<file path="config.mk">
export PLATFORM = sky130hd
export DESIGN_NAME = ififo_flat
export DESIGN_NICKNAME = d
export VERILOG_FILES = /design/src/rtl/ififo_pkg.sv /design/src/rtl/ififo_if.sv /design/src/rtl/ififo_fifo_ptr.sv /design/src/rtl/ififo.sv /design/src/flat_wrapper.sv
export SDC_FILE = /design/constraint.sdc
export NUM_CORES = 1
export LEC_CHECK = 0
export ABC_AREA = 1
export BUFFER_PORTS_ARGS = -buffer_cell sky130_fd_sc_hd__buf_2
export CORE_ASPECT_RATIO = 1.1
export CORE_MARGIN = 10
export CORE_UTILIZATION = 40
export CTS_BUF_LIST = sky130_fd_sc_hd__clkbuf_8
export CTS_CLUSTER_SIZE = 30
export DETAILED_ROUTE_END_ITERATION = 16
export GPL_TIMING_DRIVEN = 0
export SYNTH_ARGS = -nofsm -noshare
export SYNTH_HDL_FRONTEND = slang
export SYNTH_SLANG_ARGS = --single-unit
</file>
<file path="constraint.sdc">
create_clock -name clk -period 2.1 [get_ports clk]
set_input_delay 0.315 -clock clk [delete_from_list [all_inputs] [get_ports clk]]
set_output_delay 0.315 -clock clk [all_outputs]
set_load 0.02 [all_outputs]
</file>
<file path="src/rtl/ififo_pkg.sv">
// Core types shared between fetch, the instruction FIFO and dispatch.
// One FIFO entry is a fetched instruction plus its branch prediction.
package ififo_pkg;

  localparam int IFIFO_DEPTH     = 8;
  localparam int IFIFO_AF_THRESH = 6;

  typedef logic [31:0] instr_t;
  typedef logic [31:0] addr_t;

  typedef struct packed {
    instr_t instr;
    addr_t  pc;
    logic   is_cond_br;
    logic   br_dir_pred;
    addr_t  br_target_pred;
  } ififo_entry_t;

endpackage

</file>
<file path="src/rtl/ififo_if.sv">
// Fetch-side and dispatch-side handshake of the instruction FIFO.
// master = surrounding pipeline (fetch + decode), slave = the FIFO.
interface ififo_if import ififo_pkg::*; #(
  parameter int DEPTH = IFIFO_DEPTH
) ();

  localparam int CW = $clog2(DEPTH) + 1;

  logic         fetch_valid;
  ififo_entry_t fetch_data;
  logic         fetch_ready;
  logic         fetch_almost_full;
  logic         ififo_dispatch_valid;
  ififo_entry_t ififo_dispatch_data;
  logic         ififo_dispatch_ready;
  logic [CW-1:0] count;

  modport master (
    output fetch_valid, fetch_data, ififo_dispatch_ready,
    input  fetch_ready, fetch_almost_full, ififo_dispatch_valid,
           ififo_dispatch_data, count
  );

  modport slave (
    input  fetch_valid, fetch_data, ififo_dispatch_ready,
    output fetch_ready, fetch_almost_full, ififo_dispatch_valid,
           ififo_dispatch_data, count
  );

endinterface

</file>
<file path="src/rtl/ififo_fifo_ptr.sv">
// Wrap-bit FIFO pointer: index in the low bits, lap parity in the MSB.
// Wrap-around is plain overflow of the register.
module ififo_fifo_ptr #(
  parameter int DEPTH = 8
) (
  input  logic                     clk,
  input  logic                     rst_aL,
  input  logic                     clr,
  input  logic                     inc,
  output logic [$clog2(DEPTH):0]   ptr
);

  localparam int PW = $clog2(DEPTH) + 1;

  always_ff @(posedge clk or negedge rst_aL) begin
    if (!rst_aL) begin
      ptr <= '0;
    end else if (clr) begin
      ptr <= '0;
    end else if (inc) begin
      ptr <= ptr + PW'(1);
    end
  end

endmodule

</file>
<file path="src/rtl/ififo.sv">
// Instruction FIFO between fetch and decode: flip-flop storage, first-word
// fall-through head, no fetch-to-dispatch bypass, flush drops everything.
module ififo import ififo_pkg::*; #(
  parameter int DEPTH              = IFIFO_DEPTH,
  parameter int ALMOST_FULL_THRESH = IFIFO_AF_THRESH
) (
  input  logic clk,
  input  logic rst_aL,
  input  logic flush,
  ififo_if.slave bus
);

  localparam int IW = $clog2(DEPTH);
  localparam int PW = IW + 1;
  localparam logic [PW-1:0] AF_T    = PW'(ALMOST_FULL_THRESH);
  localparam logic [PW-1:0] DEPTH_C = PW'(DEPTH);

  logic [PW-1:0] head;
  logic [PW-1:0] tail;
  logic [PW-1:0] count_q;
  logic          empty;
  logic          full;
  logic          enq;
  logic          deq;
  ififo_entry_t  mem [DEPTH];

  ififo_fifo_ptr #(.DEPTH(DEPTH)) u_head (
    .clk    (clk),
    .rst_aL (rst_aL),
    .clr    (flush),
    .inc    (deq),
    .ptr    (head)
  );

  ififo_fifo_ptr #(.DEPTH(DEPTH)) u_tail (
    .clk    (clk),
    .rst_aL (rst_aL),
    .clr    (flush),
    .inc    (enq),
    .ptr    (tail)
  );

  assign empty = (head == tail);
  assign full  = (head[IW-1:0] == tail[IW-1:0]) && (head[IW] != tail[IW]);

  // Ready depends only on state, so a full FIFO refuses even on a same-cycle dequeue.
  assign bus.fetch_ready          = !full;
  assign enq                      = bus.fetch_valid && !full;
  assign bus.ififo_dispatch_valid = !empty;
  assign deq                      = !empty && bus.ififo_dispatch_ready;
  assign bus.ififo_dispatch_data  = mem[head[IW-1:0]];
  assign bus.fetch_almost_full    = (count_q >= AF_T);
  assign bus.count                = count_q;

  // Storage stage: writes are dropped during flush; contents are otherwise kept.
  always_ff @(posedge clk or negedge rst_aL) begin
    if (!rst_aL) begin
      for (int i = 0; i < DEPTH; i++) mem[i] <= '0;
    end else if (enq && !flush) begin
      mem[tail[IW-1:0]] <= bus.fetch_data;
    end
  end

  always_ff @(posedge clk or negedge rst_aL) begin
    if (!rst_aL) begin
      count_q <= '0;
    end else if (flush) begin
      count_q <= '0;
    end else if (enq && !deq) begin
      count_q <= count_q + PW'(1);
    end else if (deq && !enq) begin
      count_q <= count_q - PW'(1);
    end
  end

  a_no_enq_full:  assert property (@(posedge clk) disable iff (!rst_aL) !(enq && full));
  a_no_deq_empty: assert property (@(posedge clk) disable iff (!rst_aL) !(deq && empty));
  a_count_range:  assert property (@(posedge clk) disable iff (!rst_aL) count_q <= DEPTH_C);
  a_count_ptrs:   assert property (@(posedge clk) disable iff (!rst_aL) count_q == (tail - head));

endmodule

</file>
<file path="src/flat_wrapper.sv">
// flat-port wrapper written by rule: the top's interface ports become plain ports
module ififo_flat import ififo_pkg::*;
#(
  parameter int DEPTH              = IFIFO_DEPTH,
  parameter int ALMOST_FULL_THRESH = IFIFO_AF_THRESH
)
  (clk, rst_aL, flush, bus_fetch_valid, bus_fetch_data, bus_ififo_dispatch_ready, bus_fetch_ready, bus_fetch_almost_full, bus_ififo_dispatch_valid, bus_ififo_dispatch_data, bus_count);
  ififo_if #(.DEPTH(DEPTH)) bus_i ();
  input  logic clk;
  input  logic rst_aL;
  input  logic flush;
  input wire logic [$bits(bus_i.fetch_valid)-1:0] bus_fetch_valid;
  input wire logic [$bits(bus_i.fetch_data)-1:0] bus_fetch_data;
  input wire logic [$bits(bus_i.ififo_dispatch_ready)-1:0] bus_ififo_dispatch_ready;
  output wire logic [$bits(bus_i.fetch_ready)-1:0] bus_fetch_ready;
  output wire logic [$bits(bus_i.fetch_almost_full)-1:0] bus_fetch_almost_full;
  output wire logic [$bits(bus_i.ififo_dispatch_valid)-1:0] bus_ififo_dispatch_valid;
  output wire logic [$bits(bus_i.ififo_dispatch_data)-1:0] bus_ififo_dispatch_data;
  output wire logic [$bits(bus_i.count)-1:0] bus_count;
  assign bus_i.fetch_valid = bus_fetch_valid;
  assign bus_i.fetch_data = bus_fetch_data;
  assign bus_i.ififo_dispatch_ready = bus_ififo_dispatch_ready;
  assign bus_fetch_ready = bus_i.fetch_ready;
  assign bus_fetch_almost_full = bus_i.fetch_almost_full;
  assign bus_ififo_dispatch_valid = bus_i.ififo_dispatch_valid;
  assign bus_ififo_dispatch_data = bus_i.ififo_dispatch_data;
  assign bus_count = bus_i.count;
  ififo #(.DEPTH(DEPTH), .ALMOST_FULL_THRESH(ALMOST_FULL_THRESH)) u_core (.clk(clk), .rst_aL(rst_aL), .flush(flush), .bus(bus_i));
endmodule
</file>
==> results.md <==
- Row count: 117
- Die Wd: 311.6 um
- Synth area leaders: dfrtp_1 53%, nand2_1 26%, o21ai_0 5.3%
- Multiplexer share of the synthesized area: 0
- Slew Limit Headroom: 0.4292
- Initial antenna violation count: 7
- Post-synth cell types: 24
- R2r setup slk: -620 ps
- Hold_buf cts: 100
- Port Buffers: 108
- Synth Net Count: 5,089
- Worst-path fanout max: 7
- Xor/xnor share of the synthesized area: 0.0004683
- Final Instance Area: 46,970 um^2
- Post-synth top area share: 0.5325
- Share of cells above drive strength 1: 0.1644
- Combinational family with the most area after synthesis: simple AND/OR/NAND/NOR gates
- M2 GR Usage: 0.4171
- Reg clk slew, reported paths: 70 ps
- Mapped Area: 37,410 um^2
- Worst Skew: 32.66 ps
- Mapped Cells: 4,981
- Worst hold margin: -506.4 ps
- Count leader, synth: nand2_1
- LEAKAGE: 25.50 nW
- Setup CP Type: reg2out
- CTS tree: yes
- CP max-delay cell: dfrtp_2
- CP bufs+invs: 5
- Crit. End Element: output pin
- Design Power: 47.21 mW
- RSZ-0062 raised after global routing: yes
- Setup TNS: -363,760 ps
- Initial core utilization: 0.4037
- Critical Path Max Stage Delay: 430 ps
- Least-Margin Pin Slew: 856.2 ps
- Max H-tree Level: 4
- Fmax: 341.4 MHz
- Dpl hpwl: 92,010 um
- Post-synth EDFFs: 0
- Reg2reg start: u_core.u_head.ptr[1]$_DFFE_PN0P_
- Die Height: 340.7 um
- GRT busiest layer: met2
- Synth warn: 0
- Number of setup violations in the final report: 877
- Clock latency at the later pin of the worst-skew pair: 830 ps
- Final Util: 0.5069
- Synth Area in Compound Gates: 0.08630
- Area Growth Syn to Fin: 25.57%
- Gpl congestion: 0.8756
- Crit share post-route: 1.395
- Final hold violations: 93
- CP Cell Sequence: buf_12, buf_12, clkbuf_16, clkbuf_16, nor2_2, o22ai_2, nand2_1, nand2_2, buf_6
- Synth Area in Simple Gates: 0.3245
- Top cells by count, synth: 2,600 x nand2_1, 796 x dfrtp_1, 405 x nor2_1, 398 x o21ai_0, 222 x clkbuf_1
- Highest ir drop seen on vdd: 0.6622 mV
- Met3 Use GR: 0.04704
- # nets final: 5,491
- Final wirelength: 140,500 um
- Total congestion overflow: 0
- Core ar.: 92,670 um^2
- Largest net degree at the start of global routing: 121
- Mean Syn Cell Area: 7.510 um^2
- Sink Count: 796
- Final ANT Viol Nets: 0
- Async S/R FF share, synth: 1.000
- Tot GR Track Use: 0.2572
- Root Buffer: clkbuf_8
- Cell Pwr Density: 1005 nW/um^2
- Post-Synth Adder-Cell Area: 0.001873
- Arr. time, crit path: 2610 ps
- Routed vias: 35,484
- Top_reg_cell synth: dfrtp_1
- Initial DRT Pass Iterations: 6
- I/O Pins: 208
- Startpoint types: register
- Crit path time final: 2930 ps
- Yosys reg bits: 796
- Worst setup path startpoint: u_core.u_head.ptr[0]$_DFFE_PN0P_
- Setup ws final: -829.5 ps
- Die ar.: 106,200 um^2
- Seq/Total Area, Yosys: 0.5325
- Hold Crit Class: in2async
- DRC violations left: 0
- GR met1 Demand/Resource: 0.3293
- Via-to-Cell Ratio: 5.276
- Worst EP required: 1780 ps
- Cell taking the most area after synthesis: dfrtp_1
- Placed Area: 39,740 um^2
- Failing checks: hold timing, setup timing
- Per-cell routed wire length: 20.90 um
- CP delay by family, top: buffers and inverters
- Maxcap violations: 0
- DR iter-0 viols: 3,618
- Clock buffer depth: 3
- Number of global-route vias before repair: 34,627
- Max-slew violation count: 0
- First-pass GRT wire length: 212,200 um
- CTS buffer count: 138
- Status: finished, violations left
[power by group]
part | switching, mW | internal, mW | total [mW] | leakage, nW
clock | 6.72 | 7.30 | 14.0 | 1.53
sequential | 1.48 | 17.9 | 19.4 | 10.6
combinational | 8.16 | 5.66 | 13.8 | 13.4
total | 16.4 | 30.9 | 47.2 | 25.5
[registers in the layout, indices dropped and copies added (netlist names)]
register / flops
u_core.u_head.ptr: 4
u_core.bus.count: 4
u_core.u_tail.ptr: 4
u_core.mem: 784
[repair_timing]
item,4_1_cts,5_1_grt
setup buffers,3,20
endpoints found under the hold margin,887,93
gates cloned,18,6
gates resized for setup,691,224
endpoints found under the setup margin,894,891
pin swaps,93,66
[metal layers]
layer / vias up / share of wire / routed length (um)
met5: - / 0.00019 / 27
met4: 4 / 0.046 / 6450
met3: 325 / 0.071 / 10010
met2: 1390 / 0.47 / 66410
met1: 17334 / 0.41 / 57630
li1: 16431 / - / -
[cells by family after synthesis]
kind of cell | Yosys count
AOI/OAI and AO/OA | 596
xor gates and xnor gates | 2
adders and majority gates | 5
buffers and inverters | 444
DFF | 796
and+or+nand+nor | 3138
[area by class of cell]
| cell class | instances | area [um^2] |
|---|---|---|
| fill | 9082 | 45700 |
| sequential | 796 | 19920 |
| multi-input combinational | 3741 | 16240 |
| buffer | 425 | 3572 |
| timing repair buffer | 261 | 2919 |
| clock buffer | 170 | 2340 |
| tap | 1249 | 1563 |
| clock inverter | 61 | 304.0 |
| inverter | 19 | 100.1 |
| timing repair inverter | 1 | 8.758 |
| antenna | 2 | 5.005 |
[cells in the final DEF, fill, tap and decap left out, types with 3 or more instances in the layout]
master         instances
dfrtp_1              795
clkbuf_2              25
clkbuf_8             202
nand2_1             2521
buf_6                 97
clkbuf_16             45
buf_8                 28
dlygate4sd3_1        100
inv_1                 57
clkinvlp_4             3
nand3_4                6
inv_2                  4
nand4_1                4
inv_6                  5
ha_1                   3
nor2_8                 8
o22ai_2               38
nor2_1               335
nand2_2               81
o22ai_1              158
buf_16                 8
o21ai_0              360
buf_12                14
nor2_4                16
inv_8                  5
clkinv_2               5
nand3_1              106
buf_2                171
nor2_2                54
buf_4                 51
clkbuf_4              23
clkbuf_1              89
nand2_8                3
o21ai_1               38
[stage by stage]
stage | instances | setup WS, ps
floorplan | 4981 | 5.889
detailed placement | 6345 | -1690
global route | 6724 | -844.6
CTS | 6697 | -817.2
finish | 6725 | -829.5
global placement | 6338 | -17310
[worst paths after layout]
check,endpoint,depth (start not counted)
worst max-delay path,bus_ififo_dispatch_data[66],9
max in group asynchronous,u_core.mem[443]$_DFFE_PN0P_,4
worst min register to register,u_core.mem[269]$_DFFE_PN0P_,2
worst max register to register,u_core.mem[501]$_DFFE_PN0P_,14
worst min-delay path,u_core.mem[402]$_DFFE_PN0P_,1
min in group clk,u_core.bus.count[0]$_DFFE_PN0P_,4
Note: power is estimated with default switching activity, not from simulation.
